[config.mk]
export PLATFORM = sky130hd
export DESIGN_NAME = oam_dma_ctrl_flat
export DESIGN_NICKNAME = d
export VERILOG_FILES = /design/src/rtl/nes_bus_pkg.sv /design/src/rtl/oam_dma_ctrl_if.sv /design/src/rtl/nes_bus_mux.sv /design/src/rtl/oam_dma_ctrl.sv /design/src/flat_wrapper.sv
export SDC_FILE = /design/constraint.sdc
export NUM_CORES = 1
export LEC_CHECK = 0
export ABC_CLOCK_PERIOD_IN_PS = 2060
export BUFFER_PORTS_ARGS = -buffer_cell sky130_fd_sc_hd__buf_2
export CAP_MARGIN = 5
export CORE_AREA = 2 2 48 94
export DETAILED_ROUTE_END_ITERATION = 16
export DIE_AREA = 0 0 50 96
export PLACE_DENSITY = 0.83
export SKIP_LAST_GASP = 1
export SYNTH_ARGS = -nofsm -noshare
export SYNTH_HDL_FRONTEND = slang
export SYNTH_HIERARCHICAL = 1
export SYNTH_SLANG_ARGS = --single-unit
[constraint.sdc]
create_clock -name clk -period 2.06 [get_ports clk]
set_clock_uncertainty 0.05 [all_clocks]
set_input_delay 0.103 -clock clk [delete_from_list [all_inputs] [get_ports clk]]
set_output_delay 0.103 -clock clk [all_outputs]
set_load 0.05 [all_outputs]
[src/rtl/nes_bus_pkg.sv]
// Shared 6502 bus definitions: widths, read/write encoding, default register addresses and DMA states.
// The ALIGN2 state exists only when OAM_DMA_ODD_ALIGN_EN is defined.
package nes_bus_pkg;
  localparam int AW = 16;
  localparam int DW = 8;

  localparam logic RW_READ  = 1'b1;
  localparam logic RW_WRITE = 1'b0;

  localparam logic [AW-1:0] DMA_REG_ADDR_DEF = 16'h4014;
  localparam logic [AW-1:0] DEST_ADDR_DEF    = 16'h2004;

  typedef enum logic [2:0] {
    S_IDLE,
    S_HALT,
    S_ALIGN,
`ifdef OAM_DMA_ODD_ALIGN_EN
    S_ALIGN2,
`endif
    S_RD,
    S_WR
  } dma_state_t;
endpackage

[src/rtl/oam_dma_ctrl_if.sv]
// CPU-side and shared-bus signals of the OAM DMA controller.
// master = controller view, slave = CPU/memory view.
interface oam_dma_ctrl_if;
  import nes_bus_pkg::*;

  logic [AW-1:0] cpu_ma;
  logic [DW-1:0] cpu_do;
  logic          cpu_rw;
  logic          cpu_rdy;
  logic [DW-1:0] bus_di;
  logic [AW-1:0] bus_ma;
  logic [DW-1:0] bus_do;
  logic          bus_rw;
  logic          dma_busy;
  logic          dma_done;

  modport master (
    input  cpu_ma, cpu_do, cpu_rw, bus_di,
    output cpu_rdy, bus_ma, bus_do, bus_rw, dma_busy, dma_done
  );

  modport slave (
    output cpu_ma, cpu_do, cpu_rw, bus_di,
    input  cpu_rdy, bus_ma, bus_do, bus_rw, dma_busy, dma_done
  );
endinterface

[src/rtl/nes_bus_mux.sv]
// Shared-bus owner select: CPU drives the bus unless a DMA engine owns it.
// Purely combinational; also intended for the DMC sample DMA.
module nes_bus_mux
  import nes_bus_pkg::*;
(
  input  logic          i_dma_owns,
  input  logic [AW-1:0] i_cpu_ma,
  input  logic [DW-1:0] i_cpu_do,
  input  logic          i_cpu_rw,
  input  logic [AW-1:0] i_dma_ma,
  input  logic [DW-1:0] i_dma_do,
  input  logic          i_dma_rw,
  output logic [AW-1:0] o_bus_ma,
  output logic [DW-1:0] o_bus_do,
  output logic          o_bus_rw
);
  assign o_bus_ma = i_dma_owns ? i_dma_ma : i_cpu_ma;
  assign o_bus_do = i_dma_owns ? i_dma_do : i_cpu_do;
  assign o_bus_rw = i_dma_owns ? i_dma_rw : i_cpu_rw;
endmodule

[src/rtl/oam_dma_ctrl.sv]
// Sprite DMA: a CPU write to DMA_REG_ADDR stalls the CPU and copies LEN bytes from {page, idx} to DEST_ADDR.
// Optional OAM_DMA_ODD_ALIGN_EN adds a second dummy cycle when alignment starts on an odd cycle.
module oam_dma_ctrl
  import nes_bus_pkg::*;
#(
  parameter logic [AW-1:0] DMA_REG_ADDR = DMA_REG_ADDR_DEF,
  parameter logic [AW-1:0] DEST_ADDR    = DEST_ADDR_DEF,
  parameter int unsigned   LEN          = 256
) (
  input  logic clk,
  input  logic reset,
  oam_dma_ctrl_if.master io
);
  localparam logic [7:0] LAST_IDX = 8'(LEN - 1);

  dma_state_t    r_state;
  dma_state_t    w_state_nxt;
  logic [7:0]    r_page;
  logic [7:0]    r_idx;
  logic [DW-1:0] r_data;
  logic          r_cpu_rdy;
  logic          r_busy;
  logic          r_done;
`ifdef OAM_DMA_ODD_ALIGN_EN
  logic          r_par;
`endif

  logic          w_dma_owns;
  logic [AW-1:0] w_dma_ma;
  logic          w_dma_rw;
  logic          w_trigger;
  logic          w_rd_en;
  logic          w_step;
  logic          w_last;

  always_ff @(posedge clk or posedge reset) begin
    if (reset) r_state <= S_IDLE;
    else       r_state <= w_state_nxt;
  end

  always_comb begin
    w_state_nxt = r_state;
    w_dma_owns  = 1'b0;
    w_dma_ma    = io.cpu_ma;
    w_dma_rw    = RW_READ;
    w_trigger   = 1'b0;
    w_rd_en     = 1'b0;
    w_step      = 1'b0;
    w_last      = 1'b0;
    unique case (r_state)
      S_IDLE: begin
        if (io.cpu_rw == RW_WRITE && io.cpu_ma == DMA_REG_ADDR) begin
          w_trigger   = 1'b1;
          w_state_nxt = S_HALT;
        end
      end
      // rdy cannot stop a 6502 write cycle, so wait for the first read
      S_HALT: begin
        if (io.cpu_rw == RW_READ) w_state_nxt = S_ALIGN;
      end
      S_ALIGN: begin
        w_dma_owns = 1'b1;
`ifdef OAM_DMA_ODD_ALIGN_EN
        w_state_nxt = r_par ? S_ALIGN2 : S_RD;
`else
        w_state_nxt = S_RD;
`endif
      end
`ifdef OAM_DMA_ODD_ALIGN_EN
      S_ALIGN2: begin
        w_dma_owns  = 1'b1;
        w_state_nxt = S_RD;
      end
`endif
      S_RD: begin
        w_dma_owns  = 1'b1;
        w_dma_ma    = {r_page, r_idx};
        w_rd_en     = 1'b1;
        w_state_nxt = S_WR;
      end
      S_WR: begin
        w_dma_owns = 1'b1;
        w_dma_ma   = DEST_ADDR;
        w_dma_rw   = RW_WRITE;
        if (r_idx == LAST_IDX) begin
          w_last      = 1'b1;
          w_state_nxt = S_IDLE;
        end else begin
          w_step      = 1'b1;
          w_state_nxt = S_RD;
        end
      end
      default: w_state_nxt = S_IDLE;
    endcase
  end

  always_ff @(posedge clk or posedge reset) begin
    if (reset) begin
      r_page    <= '0;
      r_idx     <= '0;
      r_data    <= '0;
      r_cpu_rdy <= 1'b1;
      r_busy    <= 1'b0;
      r_done    <= 1'b0;
    end else begin
      if (w_trigger) begin
        r_page <= io.cpu_do;
        r_idx  <= '0;
      end
      if (w_rd_en) r_data <= io.bus_di;
      // idx stays within the page; it returns to 0 only at completion
      if (w_step)      r_idx <= r_idx + 8'd1;
      else if (w_last) r_idx <= '0;
      r_cpu_rdy <= (w_state_nxt == S_IDLE);
      r_busy    <= (w_state_nxt != S_IDLE);
      r_done    <= w_last;
    end
  end

`ifdef OAM_DMA_ODD_ALIGN_EN
  always_ff @(posedge clk or posedge reset) begin
    if (reset) r_par <= 1'b0;
    else       r_par <= ~r_par;
  end
`endif

  nes_bus_mux u_mux (
    .i_dma_owns (w_dma_owns),
    .i_cpu_ma   (io.cpu_ma),
    .i_cpu_do   (io.cpu_do),
    .i_cpu_rw   (io.cpu_rw),
    .i_dma_ma   (w_dma_ma),
    .i_dma_do   (r_data),
    .i_dma_rw   (w_dma_rw),
    .o_bus_ma   (io.bus_ma),
    .o_bus_do   (io.bus_do),
    .o_bus_rw   (io.bus_rw)
  );

  assign io.cpu_rdy  = r_cpu_rdy;
  assign io.dma_busy = r_busy;
  assign io.dma_done = r_done;
endmodule

[src/flat_wrapper.sv]
// flat-port wrapper written by rule: the top's interface ports become plain ports
module oam_dma_ctrl_flat import nes_bus_pkg::*;
#(
  parameter logic [AW-1:0] DMA_REG_ADDR = DMA_REG_ADDR_DEF,
  parameter logic [AW-1:0] DEST_ADDR    = DEST_ADDR_DEF,
  parameter int unsigned   LEN          = 256
)
  (clk, reset, io_cpu_ma, io_cpu_do, io_cpu_rw, io_bus_di, io_cpu_rdy, io_bus_ma, io_bus_do, io_bus_rw, io_dma_busy, io_dma_done);
  oam_dma_ctrl_if io_i ();
  input  logic clk;
  input  logic reset;
  input wire logic [$bits(io_i.cpu_ma)-1:0] io_cpu_ma;
  input wire logic [$bits(io_i.cpu_do)-1:0] io_cpu_do;
  input wire logic [$bits(io_i.cpu_rw)-1:0] io_cpu_rw;
  input wire logic [$bits(io_i.bus_di)-1:0] io_bus_di;
  output wire logic [$bits(io_i.cpu_rdy)-1:0] io_cpu_rdy;
  output wire logic [$bits(io_i.bus_ma)-1:0] io_bus_ma;
  output wire logic [$bits(io_i.bus_do)-1:0] io_bus_do;
  output wire logic [$bits(io_i.bus_rw)-1:0] io_bus_rw;
  output wire logic [$bits(io_i.dma_busy)-1:0] io_dma_busy;
  output wire logic [$bits(io_i.dma_done)-1:0] io_dma_done;
  assign io_i.cpu_ma = io_cpu_ma;
  assign io_i.cpu_do = io_cpu_do;
  assign io_i.cpu_rw = io_cpu_rw;
  assign io_i.bus_di = io_bus_di;
  assign io_cpu_rdy = io_i.cpu_rdy;
  assign io_bus_ma = io_i.bus_ma;
  assign io_bus_do = io_i.bus_do;
  assign io_bus_rw = io_i.bus_rw;
  assign io_dma_busy = io_i.dma_busy;
  assign io_dma_done = io_i.dma_done;
  oam_dma_ctrl #(.DMA_REG_ADDR(DMA_REG_ADDR), .DEST_ADDR(DEST_ADDR), .LEN(LEN)) u_core (.clk(clk), .reset(reset), .io(io_i));
endmodule
== After elaboration in Yosys (flattened, before gate mapping) ==
Index checks and enable logic that the tools add are counted.
W data, S select, Z words.

* Shift operators: 0
* Multipliers: 0
* Add/subtract/negate cells: 1
* Div/mod/pow operators: 0
* Reduce and logical (&&, ||, !) cells: 6
* Order comparisons: 0
* Equality and inequality tests: 6
* Multiplexer cells: 20
* Bitwise gates (word level): 1

{| class="wikitable"
|+ Operators by type and width
! cell !! count
|-
| $mux W8 || 4
|-
| $pmux W16 S2 || 1
|-
| $eq A16 B15 Y1 const B || 1
|-
| $mux W16 || 1
|-
| $pmux W3 S5 || 1
|-
| $mux W1 || 10
|-
| $add A8 B1 Y8 const B || 1
|-
| $eq A8 B8 Y1 const B || 1
|-
| $eq A3 B2 Y1 const B || 2
|-
| $logic_not A3 Y1 || 2
|-
| $mux W3 || 2
|-
| $reduce_bool A3 Y1 || 2
|-
| $eq A3 B1 Y1 const B || 1
|-
| $eq A3 B3 Y1 const B || 1
|-
| $reduce_or A3 Y1 || 1
|-
| $mux W2 || 1
|-
| $logic_and A1 B1 Y1 || 1
|-
| $not A1 Y1 || 1
|}

* Memories kept: 0
* Word-level logic and storage cells: 41
* Latch bits: 0
* Input port bits: 35
* Output and inout bits: 28
* Bits in read-only memories: 0
* Register bits: 30
* Bits in writable memories: 0

== Depth between registers and ports, before layout ==
Gate-level depths: netlist of run 1.

* Word-level depth: 7
* Depth in mapped cells: 7
* Gate-level depth less buffers: 5

== Modules after synthesis ==
The synthesis of run 1 kept the hierarchy.

{| class="wikitable"
|+ By module, submodules not included
! module !! area an instance (um^2) !! cells an instance !! times used
|-
| oam_dma_ctrl || 1,579.0 || 158 || 1
|-
| nes_bus_mux || 407.9 || 28 || 1
|}

== Worst setup path before layout of run 1 ==
Ideal clock, no wire load.

* Kind: register to output
* Start point: register u_core.r_state[1]
* End point: output port io_bus_do[0]
* Cell stages (with the launch flop): 8
* Arrival time: 1,843 ps
* Slack: 64 ps
* Buffers on the path: 3
* Cells stage by stage: dfrtp_1 -> nor3b_4 -> inv_2 -> clkbuf_1 -> o21ai_0 -> buf_6 -> buf_12 -> mux2_4

* Longest elaborated chain between the ends: 4
* Elaborated cells on any way between the ends: 6
* Classes of those cells: eq/ne (3); mux (2); reduce/logical (1)

{| class="wikitable"
|+ RTL lines
! element !! RTL line !! RTL
|-
| start: declaration || oam_dma_ctrl.sv:16 || <nowiki>dma_state_t r_state;</nowiki>
|-
| start signal: assignment || oam_dma_ctrl.sv:38 || <nowiki>else r_state <= w_state_nxt;</nowiki>
|-
| $eq A3 B2 Y1 or $eq A3 B3 Y1 (tied branches) || oam_dma_ctrl.sv:50 || <nowiki>unique case (r_state)</nowiki>
|-
| $reduce_or A3 Y1 (no line) (*) || n/a ||
|-
| $mux W1 (*) || oam_dma_ctrl.sv:50 ||
|-
| named net u_core.w_dma_owns || oam_dma_ctrl.sv:28 || <nowiki>logic w_dma_owns;</nowiki>
|-
| $mux W8 (*) || nes_bus_mux.sv:18 || <nowiki>assign o_bus_do = i_dma_owns ? i_dma_do : i_cpu_do;</nowiki>
|-
| end: declaration || flat_wrapper.sv:18 || <nowiki>output wire logic [$bits(io_i.bus_do)-1:0] io_bus_do;</nowiki>
|}

The timed path passes the listed nets; every way through them passes the cells marked *.

== Worst setup path in the final report of run 1 ==
* Start point: register u_core.r_state[0]
* End point: output port io_bus_ma[0]

* Elaborated cells on any way between the ends: 7
* Classes of those cells: eq/ne (3); mux (3); reduce/logical (1)

{| class="wikitable"
|+ RTL lines
! element !! RTL line !! RTL
|-
| $eq A3 B3 Y1 or $eq A3 B2 Y1 (tied branches) || oam_dma_ctrl.sv:50 ||
|-
| $pmux W16 S2 (*) || oam_dma_ctrl.sv:50 ||
|-
| named net u_core.w_dma_ma[0] || oam_dma_ctrl.sv:29 || <nowiki>logic [AW-1:0] w_dma_ma;</nowiki>
|-
| $mux W16 (*) || nes_bus_mux.sv:17 || <nowiki>assign o_bus_ma = i_dma_owns ? i_dma_ma : i_cpu_ma;</nowiki>
|-
| end: declaration || flat_wrapper.sv:17 || <nowiki>output wire logic [$bits(io_i.bus_ma)-1:0] io_bus_ma;</nowiki>
|}

Marks and branches as above.

==> results of run 1 <==
## kinds of logic after synthesis
family	Yosys count	synth area share [%]
adder cells (fa/ha/maj)	1	0.630
multiplexers	33	22.9
XOR/XNOR	2	0.882
flip-flops	30	37.8
AND/OR/NAND/NOR	70	19.1
buffers and inverters	16	5.73
AO/OA/AOI/OAI	34	12.9
## worst register-to-register path, delay by kind of cell, from the launching register on
family | cells | cell delay (ps)
buffers and inverters | 1 | 170
muxes | 1 | 370
and+or+nand+nor | 3 | 800
DFF | 1 | 400
## sequential cells by signal (all words and copies together) (netlist names)
register            count
u_core/r_idx            8
u_core/r_page           8
u_core/r_state          3
u_core/io.dma_busy      1
u_core/io.cpu_rdy       1
u_core/io.dma_done      1
u_core/r_data           8
## final timing paths
check	endpoint	slack [ps]	cells past startpoint
max	io_bus_ma[0]	50	6
min	u_core/r_page[1]$_DFFE_PP0P_	30	2
max reg2reg	u_core/r_page[5]$_DFFE_PP0P_	150	5
min reg2reg	u_core/r_data[2]$_DFFE_PP0N_	430	2
max in group asynchronous	u_core/io.cpu_rdy$_DFF_PP1_	1240	4
min in group asynchronous	u_core/r_data[5]$_DFFE_PP0N_	400	4
## final cells by class
cell class,count,area (um2)
Sequential cell,30,752
Tap cell,52,65.1
Multi-Input combinational cell,140,1150
Timing Repair Buffer,87,698
Fill cell,280,1310
Inverter,5,18.8
Clock buffer,8,90.1
## per-layer routing
metal	routed length (um)	up-vias
met3	193	20
met2	3010	65
met5	0	-
met1	1820	834
met4	185	0
li1	-	836
## where the power goes
group / switching, mW / internal [mW]
combinational: 1.56 / 1.14
sequential: 0.0979 / 0.736
clock: 0.207 / 0.272
total: 1.86 / 2.15
## repair_timing
item | 4_1_cts | 5_1_grt
endpoints found under the setup margin | 23 | 23
hold buffers | 9 | 0
hold endpoints to repair | 37 | 0
pin swaps | 2 | 4
resized for setup | 3 | 81
buffers inserted | 4 | 1
## metrics by stage
stage               TNS [ps]  worst slack [ps]
floorplan                  0              64.1
global placement        -150             -18.5
detailed placement      -456             -53.1
CTS                        0          0.000666
global route               0              3.48
finish                     0              47.8
## layout by cell type (no fill, tap or decap), types with 2 or more instances in the layout
| cell type | count |
|---|---|
| nor4_1 | 2 |
| buf_4 | 11 |
| dfrtp_1 | 29 |
| o21ai_0 | 2 |
| buf_6 | 24 |
| nand2_1 | 39 |
| a21oi_1 | 4 |
| inv_2 | 2 |
| or3_1 | 2 |
| mux2_2 | 7 |
| dlygate4sd3_1 | 9 |
| o22ai_1 | 3 |
| clkbuf_1 | 2 |
| mux2_4 | 26 |
| o21ai_1 | 3 |
| clkbuf_8 | 6 |
| buf_8 | 4 |
| xor2_1 | 2 |
| inv_1 | 3 |
| nor2_1 | 7 |
| a22o_1 | 14 |
| nor4b_2 | 2 |
| nand3_1 | 5 |
| buf_2 | 39 |
==> impl_table.tex, run 1 <==
\begin{tabular}{lr}
\hline
Metric & Value \\
\hline
\multicolumn{2}{l}{\textbf{Status}} \\
\quad Result of the run & finished clean \\
\multicolumn{2}{l}{\textbf{Die}} \\
\quad Die width & 50 um \\
\quad Core Box Area & 4090 um2 \\
\quad Number of placement rows & 33 \\
\quad Total Die Area & 4800 um2 \\
\quad Number of placed I/O pins & 63 \\
\quad Starting utilization of the core area & 48.6\% \\
\quad Y dimension of the die & 96 um \\
\multicolumn{2}{l}{\textbf{Timing}} \\
\quad Final count of negative-setup-slack endpoints & 0 \\
\quad Actual slew at the worst max-slew pin & 394 ps \\
\quad RSZ-0062 raised after global routing & false \\
\quad Slew margin rel. & 73.8\% \\
\quad Post-layout min period & 2010 ps \\
\quad Max Freq & 497 MHz \\
\quad Post-Route Hold Slack & 31.8 ps \\
\quad Hold Violations, Final & 0 \\
\quad Share of the cycle needed by the critical path after routing & 97.7\% \\
\quad Total count of max-transition violations in the final report & 0 \\
\multicolumn{2}{l}{\textbf{Synthesis}} \\
\quad Ranking of synthesized cells by instance count & 39 x nand2\_1, 29 x dfrtp\_1, 22 x mux2\_4 \\
\quad Share of synthesized flip-flops with an asynchronous set or reset & 100\% \\
\quad Flop and latch count out of synthesis & 30 \\
\quad Share of the synthesized area in the top cell type & 36.5\% \\
\quad Most common flop cell mapped by yosys & dfrtp\_1 \\
\quad Synthesized Nets & 222 \\
\quad Average cell area after synthesis & 10.7 um2 \\
\quad Most repeated cell in the gate-level netlist after synthesis & nand2\_1 \\
\quad Instance count of the mapped netlist & 186 \\
\quad Top area cells in the synthesized netlist & dfrtp\_1 37\%, mux2\_4 17\%, nand2\_1 7.4\% \\
\quad Post-Syn Area & 1990 um2 \\
\quad Yosys cell types & 45 \\
\quad EDFF count, synth & 0 \\
\quad Synthesis Warnings & 6 \\
\quad Largest area contributor in the netlist & dfrtp\_1 \\
\quad Share of the yosys chip area belonging to registers & 37.8\% \\
\multicolumn{2}{l}{\textbf{Drt}} \\
\quad Vias after detailed routing & 1,755 \\
\quad Count of TritonRoute iterations in the first routing pass & 4 \\
\quad Routed length per instance & 16.2 um \\
\quad Initial drt markers & 73 \\
\quad Routed vias/inst & 5.45 \\
\quad Final wirelength & 5210 um \\
\quad Post-detailed-route DRC marker count & 0 \\
\quad Antenna Nets Post-Route & 0 \\
\multicolumn{2}{l}{\textbf{Global route}} \\
\quad M1 GR Usage & 21.3\% \\
\quad Met3 Track Usage GR & 3.57\% \\
\quad GR Overflow Total & 0 \\
\quad Most crowded layer after global routing & met2 \\
\quad Largest net degree at the start of global routing & 31 \\
\quad Global-route wire length before repair & 8020 um \\
\quad Met2 track demand over resource in global routing & 42.8\% \\
\quad Initial antenna violation count & 0 \\
\quad Vias in the first global route & 1,787 \\
\quad Total global-route track usage & 22.1\% \\
\multicolumn{2}{l}{\textbf{Power and ir drop}} \\
\quad Max VDD drop & 0.000946 V \\
\quad Power per cell area & 1440 nW/um2 \\
\quad Leakage & 1.42 nW \\
\quad Tot Pwr & 4.01 mW \\
\multicolumn{2}{l}{\textbf{Clocking}} \\
\quad Clock buffers created by TritonCTS & 5 \\
\quad CTS Buffer Depth & 2 \\
\quad CTS H-Tree Depth & 2 \\
\quad CTS sink cnt & 30 \\
\quad Cell chosen for the clock root & clkbuf\_8 \\
\quad TritonCTS clock tree & yes \\
\quad Skew-Pair Late Insertion Delay & 270 ps \\
\quad Clock slew seen by the registers of the worst setup and hold paths & 60 ps \\
\multicolumn{2}{l}{\textbf{Placement}} \\
\quad Placed Instances & 301 \\
\quad Area of placed instances & 2370 um2 \\
\quad Final weighted congestion in routability-driven placement & 0.897 \\
\quad Port-buffer cells & 62 \\
\quad Detail Placement HPWL & 3670 um \\
\multicolumn{2}{l}{\textbf{Finish}} \\
\quad Fraction of final layout cells sized beyond drive strength 1 & 48.1\% \\
\quad Non-Filler Instances & 322 \\
\quad Relative area change from synthesis to final layout & 39.9\% \\
\quad Post-layout nets & 305 \\
\quad Total inserted antenna cells & 0 \\
\quad Post-route core utilization & 68.0\% \\
\quad Design area & 2780 um2 \\
\multicolumn{2}{l}{\textbf{Setup path}} \\
\quad Launch point of the worst path & u\_core/r\_state[0]\$\_DFF\_PP0\_ \\
\quad Critical register-to-register path startpoint & u\_core/r\_state[2]\$\_DFF\_PP0\_ \\
\quad Worst path cell trace & nand3b\_1 -> inv\_2 -> buf\_4 -> a22o\_1 -> mux2\_4 -> buf\_8 \\
\quad Buf+Inv Stages, Crit Path & 3 \\
\quad Cell type group with the largest total delay on the critical path & buffers and inverters \\
\quad Maximum fanout along the worst path & 24 \\
\quad Startpoint-to-endpoint class of the critical path & register to output pin \\
\quad Endpoint required time on the critical path & 1910 ps \\
\quad Kind of end point of the critical path & output pin \\
\quad Delay of the slowest critical-path stage & 420 ps \\
\quad Sort of element at the start of the critical path & register \\
\quad Crit-path slowest cell & dfrtp\_1 \\
\quad Worst path arrival time & 1860 ps \\
\multicolumn{2}{l}{\textbf{Run}} \\
\quad \# Max-Cap Violations & 0 \\
\multicolumn{2}{l}{\textbf{Min path}} \\
\quad Worst hold path startpoint & io\_cpu\_do[1] \\
\quad Worst hold-check path type & primary input to register \\
\hline
\end{tabular}
Power figures use the tool's default switching activity.
==> run 2: changes to the inputs <==
--- a/config.mk
+++ b/config.mk
@@ -5,12 +5,13 @@
 export SDC_FILE = /design/constraint.sdc
 export NUM_CORES = 1
 export LEC_CHECK = 0
+export ABC_AREA = 1
 export ABC_CLOCK_PERIOD_IN_PS = 2060
 export BUFFER_PORTS_ARGS = -buffer_cell sky130_fd_sc_hd__buf_2
 export CAP_MARGIN = 5
-export CORE_AREA = 2 2 48 94
+export CORE_AREA = 2 2 48 95
 export DETAILED_ROUTE_END_ITERATION = 16
-export DIE_AREA = 0 0 50 96
+export DIE_AREA = 0 0 50 97
 export PLACE_DENSITY = 0.83
 export SKIP_LAST_GASP = 1
 export SYNTH_ARGS = -nofsm -noshare
==> run 2 against run 1 <==
  * Fmax rose by 2.4%
  * Flip-flop and latch count unchanged
  * Clock power up 1%
  * Highest routed layer unchanged
==> impl_table.tex, run 2 <==
\begin{tabular}{lr}
\hline
Metric & Value \\
\hline
\multicolumn{2}{l}{\textbf{Status}} \\
\quad Result of the run & finished clean (unchanged) \\
\multicolumn{2}{l}{\textbf{Drt}} \\
\quad Vias after detailed routing & 2,227 (was 1,755) \\
\quad Met1 wire length & 2150 um (was 1820 um) \\
\quad Routed length per instance & 13.3 um (was 16.2 um) \\
\quad Antenna Nets Post-Route & 0 (unchanged) \\
\quad Highest metal layer with signal wires & met4 (unchanged) \\
\quad Routed vias/inst & 5.14 (was 5.45) \\
\quad Post-detailed-route DRC marker count & 0 (unchanged) \\
\quad Routed met2 length & 3140 um (was 3010 um) \\
\quad Met3 wire len & 296 um (was 193 um) \\
\quad Count of TritonRoute iterations in the first routing pass & 4 (unchanged) \\
\quad Final wirelength & 5750 um (was 5210 um) \\
\quad Initial drt markers & 103 (was 73) \\
\multicolumn{2}{l}{\textbf{Die}} \\
\quad Die width & 50 um (unchanged) \\
\quad Y dimension of the die & 97 um (was 96 um) \\
\quad Number of placed I/O pins & 63 (unchanged) \\
\quad Number of placement rows & 33 (unchanged) \\
\quad Total Die Area & 4850 um2 (was 4800 um2) \\
\quad Core Box Area & 4090 um2 (unchanged) \\
\quad Starting utilization of the core area & 49.5\% (was 48.6\%) \\
\multicolumn{2}{l}{\textbf{Finish}} \\
\quad Area occupied by multi-input gates & 1100 um2 (was 1150 um2) \\
\quad Non-Filler Instances & 433 (was 322) \\
\quad Commonest non-fill, non-tap cells in the layout & 159 x nand2\_1, 58 x buf\_2, 28 x dfrtp\_1, 19 x inv\_1, 19 x nor2\_1 (was 39 x buf\_2, 39 x nand2\_1, 29 x dfrtp\_1, 26 x mux2\_4, 24 x buf\_6) \\
\quad Sequential standard cell area & 753 um2 (was 752 um2) \\
\quad Design area & 2600 um2 (was 2780 um2) \\
\quad Relative area change from synthesis to final layout & 28.7\% (was 39.9\%) \\
\quad Filler instances & 385 (was 280) \\
\quad Biggest registers after layout & u\_core/r\_data (8), u\_core/r\_idx (8), u\_core/r\_page (8) (unchanged) \\
\quad Fraction of final layout cells sized beyond drive strength 1 & 25.2\% (was 48.1\%) \\
\quad Post-layout nets & 416 (was 305) \\
\quad Total inserted antenna cells & 0 (unchanged) \\
\quad Post-route core utilization & 63.6\% (was 68.0\%) \\
\quad Most common cell after layout, fill and taps aside & nand2\_1 \\
\multicolumn{2}{l}{\textbf{Clocking}} \\
\quad CTS sink cnt & 30 (unchanged) \\
\quad Clock slew seen by the registers of the worst setup and hold paths & 70 ps (was 60 ps) \\
\quad CTS H-Tree Depth & 2 (unchanged) \\
\quad CTS Buffer Depth & 2 (unchanged) \\
\quad TritonCTS clock tree & yes (unchanged) \\
\quad Cell chosen for the clock root & clkbuf\_8 (unchanged) \\
\quad Skew-Pair Late Insertion Delay & 280 ps (was 270 ps) \\
\quad Clock buffers created by TritonCTS & 5 (unchanged) \\
\multicolumn{2}{l}{\textbf{Synthesis}} \\
\quad Post-Syn Area & 2020 um2 (was 1990 um2) \\
\quad Instance count of the mapped netlist & 304 (was 186) \\
\quad EDFF count, synth & 0 (unchanged) \\
\quad Flop and latch count out of synthesis & 30 (unchanged) \\
\quad Largest area contributor in the netlist & dfrtp\_1 (unchanged) \\
\quad Ranking of synthesized cells by instance count & 159 x nand2\_1, 29 x dfrtp\_1, 19 x inv\_1, 19 x nor2\_1, 18 x nand3\_1 (was 39 x nand2\_1, 29 x dfrtp\_1, 22 x mux2\_4) \\
\quad Most common flop cell mapped by yosys & dfrtp\_1 (unchanged) \\
\quad Main combinational cell family by area after synthesis & simple AND/OR/NAND/NOR gates (was multiplexers) \\
\quad Most repeated cell in the gate-level netlist after synthesis & nand2\_1 (unchanged) \\
\quad Yosys cell types & 27 (was 45) \\
\quad Share of the synthesized netlist area taken by xor and xnor gates & 0\% (was 0.882\%) \\
\quad Area fraction in and, or, nand and nor cells after synthesis & 46.5\% (was 19.1\%) \\
\quad Synthesis Warnings & 6 (unchanged) \\
\quad Top area cells in the synthesized netlist & dfrtp\_1 36\%, nand2\_1 30\%, nand3\_1 4.5\% (was dfrtp\_1 37\%, mux2\_4 17\%, nand2\_1 7.4\%) \\
\quad Share of synthesized flip-flops with an asynchronous set or reset & 100\% (unchanged) \\
\quad Post-synthesis mux area share & 0\% (was 22.9\%) \\
\quad Share of the synthesized area in the top cell type & 35.9\% (was 36.5\%) \\
\quad Average cell area after synthesis & 6.65 um2 (was 10.7 um2) \\
\quad Synthesized Nets & 340 (was 222) \\
\quad Share of the yosys chip area belonging to registers & 37.2\% (was 37.8\%) \\
\quad Adder-cell share of the synthesized area & 0.619\% (was 0.630\%) \\
\quad Synthesized-area fraction occupied by ao, oa, aoi and oai cells & 6.87\% (was 12.9\%) \\
\multicolumn{2}{l}{\textbf{Min path}} \\
\quad Worst hold path startpoint & io\_cpu\_do[3] (was io\_cpu\_do[1]) \\
\quad Endpoint with the worst hold slack & u\_core/r\_page[3]\$\_DFFE\_PP0P\_ (was u\_core/r\_page[1]\$\_DFFE\_PP0P\_) \\
\quad Worst hold-check path type & primary input to register (unchanged) \\
\quad Hold-critical path depth & 3 (was 2) \\
\multicolumn{2}{l}{\textbf{Setup path}} \\
\quad Critical register-to-register path startpoint & u\_core/r\_state[1]\$\_DFF\_PP0\_ (was u\_core/r\_state[2]\$\_DFF\_PP0\_) \\
\quad Cell type group with the largest total delay on the critical path & buffers and inverters (unchanged) \\
\quad Buf+Inv Stages, Crit Path & 3 (unchanged) \\
\quad Crit-path slowest cell & dfrtp\_2 (was dfrtp\_1) \\
\quad Worst path cell trace & inv\_1 -> nand3\_4 -> buf\_4 -> o21ai\_0 -> nand2\_1 -> nand2\_1 -> buf\_2 (was nand3b\_1 -> inv\_2 -> buf\_4 -> a22o\_1 -> mux2\_4 -> buf\_8) \\
\quad Kind of end point of the critical path & output pin (unchanged) \\
\quad Register-to-register setup slack & 500 ps (was 150 ps) \\
\quad Sort of element at the start of the critical path & register (unchanged) \\
\quad Top cell by count, worst path & nand2\_1 \\
\quad Delay of the slowest critical-path stage & 450 ps (was 420 ps) \\
\quad Maximum fanout along the worst path & 12 (was 24) \\
\quad Path depth of the worst reg2reg path & 6 (was 5) \\
\quad Endpoint required time on the critical path & 1910 ps (about the same) \\
\quad Worst R2R End & u\_core/r\_page[1]\$\_DFFE\_PP0P\_ (was u\_core/r\_page[5]\$\_DFFE\_PP0P\_) \\
\quad Startpoint-to-endpoint class of the critical path & register to output pin (unchanged) \\
\quad Worst path arrival time & 1810 ps (was 1860 ps) \\
\multicolumn{2}{l}{\textbf{Run}} \\
\quad \# Max-Cap Violations & 0 (unchanged) \\
\multicolumn{2}{l}{\textbf{Global route}} \\
\quad GR Overflow Total & 0 (unchanged) \\
\quad Initial antenna violation count & 0 (unchanged) \\
\quad Vias in the first global route & 2,102 (was 1,787) \\
\quad Global-route wire length before repair & 9400 um (was 8020 um) \\
\quad Total global-route track usage & 25.1\% (was 22.1\%) \\
\quad Largest net degree at the start of global routing & 31 (unchanged) \\
\multicolumn{2}{l}{\textbf{Placement}} \\
\quad Area of placed instances & 2370 um2 (about the same) \\
\quad Final weighted congestion in routability-driven placement & 0.978 (was 0.897) \\
\quad Port-buffer cells & 62 (unchanged) \\
\quad Placed Instances & 414 (was 301) \\
\quad Detail Placement HPWL & 4170 um (was 3670 um) \\
\multicolumn{2}{l}{\textbf{Timing}} \\
\quad Max Freq & 509 MHz (was 497 MHz) \\
\quad Actual slew at the worst max-slew pin & 391 ps (was 394 ps) \\
\quad Slew margin rel. & 74.0\% (was 73.8\%) \\
\quad RSZ-0062 raised after global routing & true (was false) \\
\quad Total count of max-transition violations in the final report & 0 (unchanged) \\
\quad Post-layout min period & 1960 ps (was 2010 ps) \\
\quad Hold Violations, Final & 0 (unchanged) \\
\quad Final count of negative-setup-slack endpoints & 0 (unchanged) \\
\quad Share of the cycle needed by the critical path after routing & 95.4\% (was 97.7\%) \\
\quad Summed negative setup slack over all endpoints & 0 ps (unchanged) \\
\multicolumn{2}{l}{\textbf{Power and ir drop}} \\
\quad Power per cell area & 1460 nW/um2 (was 1440 nW/um2) \\
\quad Max VDD drop & 0.000904 V (was 0.000946 V) \\
\quad Tot Pwr & 3.81 mW (was 4.01 mW) \\
\quad Leakage & 1.50 nW (was 1.42 nW) \\
\hline
\end{tabular}
-- run 2: tightest hold or removal path, stage by stage --
cell     delay (ps)
buf_2           110
nand4_1          80
nand2_1          50
-- run 2: cells by family (layout without fill, tap and decap cells) --
| group | Yosys count | count (layout) |
|---|---|---|
| simple gates | 219 | 219 |
| buf+inv | 33 | 110 |
| flops | 30 | 30 |
| compound gates | 21 | 21 |
| fa+ha+maj | 1 | 1 |
-- run 2: stage by stage --
step	setup WS [ps]	hold WS, ps
2_1_floorplan	268	143
3_3_place_gp	284	147
3_5_place_dp	250	150
4_1_cts	8.25	38.1
5_1_grt	-9.19	62.1
6_report	95.1	43.2
-- run 2: where the power goes --
| part | leakage [nW] | internal (mW) | switching (mW) |
|---|---|---|---|
| clock network | 0.0482 | 0.269 | 0.215 |
| registers | 0.393 | 0.739 | 0.108 |
| logic | 1.06 | 0.655 | 1.82 |
-- run 2: final cells by class --
class,count,area share (%)
Multi-Input combinational cell,241,42.4
Sequential cell,30,29.0
Timing Repair Buffer,79,19.0
Inverter,23,3.61
Clock buffer,7,3.32
Tap cell,52,2.50
Clock inverter,1,0.192
-- run 2: worst max-delay path by stage --
stage	slack [ps]	startpoint	end	depth (start not counted)
global placement	280	u_core/r_state[1]$_DFF_PP0_	io_bus_ma[1]	6
floorplan	270	u_core/r_state[1]$_DFF_PP0_	io_bus_ma[0]	8
finish	100	u_core/r_state[2]$_DFF_PP0_	io_bus_ma[0]	7
detailed placement	250	u_core/r_state[1]$_DFF_PP0_	io_bus_ma[1]	6
global route	-9	u_core/r_state[2]$_DFF_PP0_	io_bus_ma[2]	8
CTS	8	u_core/r_state[2]$_DFF_PP0_	io_bus_ma[0]	9
-- run 2: routing by layer --
metal  up-vias  GRT usage [%]
li1       1102              -
met1      1020           27.4
met2        93           44.8
met3        12           3.70
met4         0           12.4
met5         -              0
-- run 2: timing repair --
| item | in CTS | in global routing |
|---|---|---|
| buffers inserted | 0 | 2 |
| gates resized for setup | 1 | 6 |
| hold buffers | 9 | 0 |
| endpoints found under the setup margin | 25 | 24 |
| endpoints found under the hold margin | 37 | 0 |
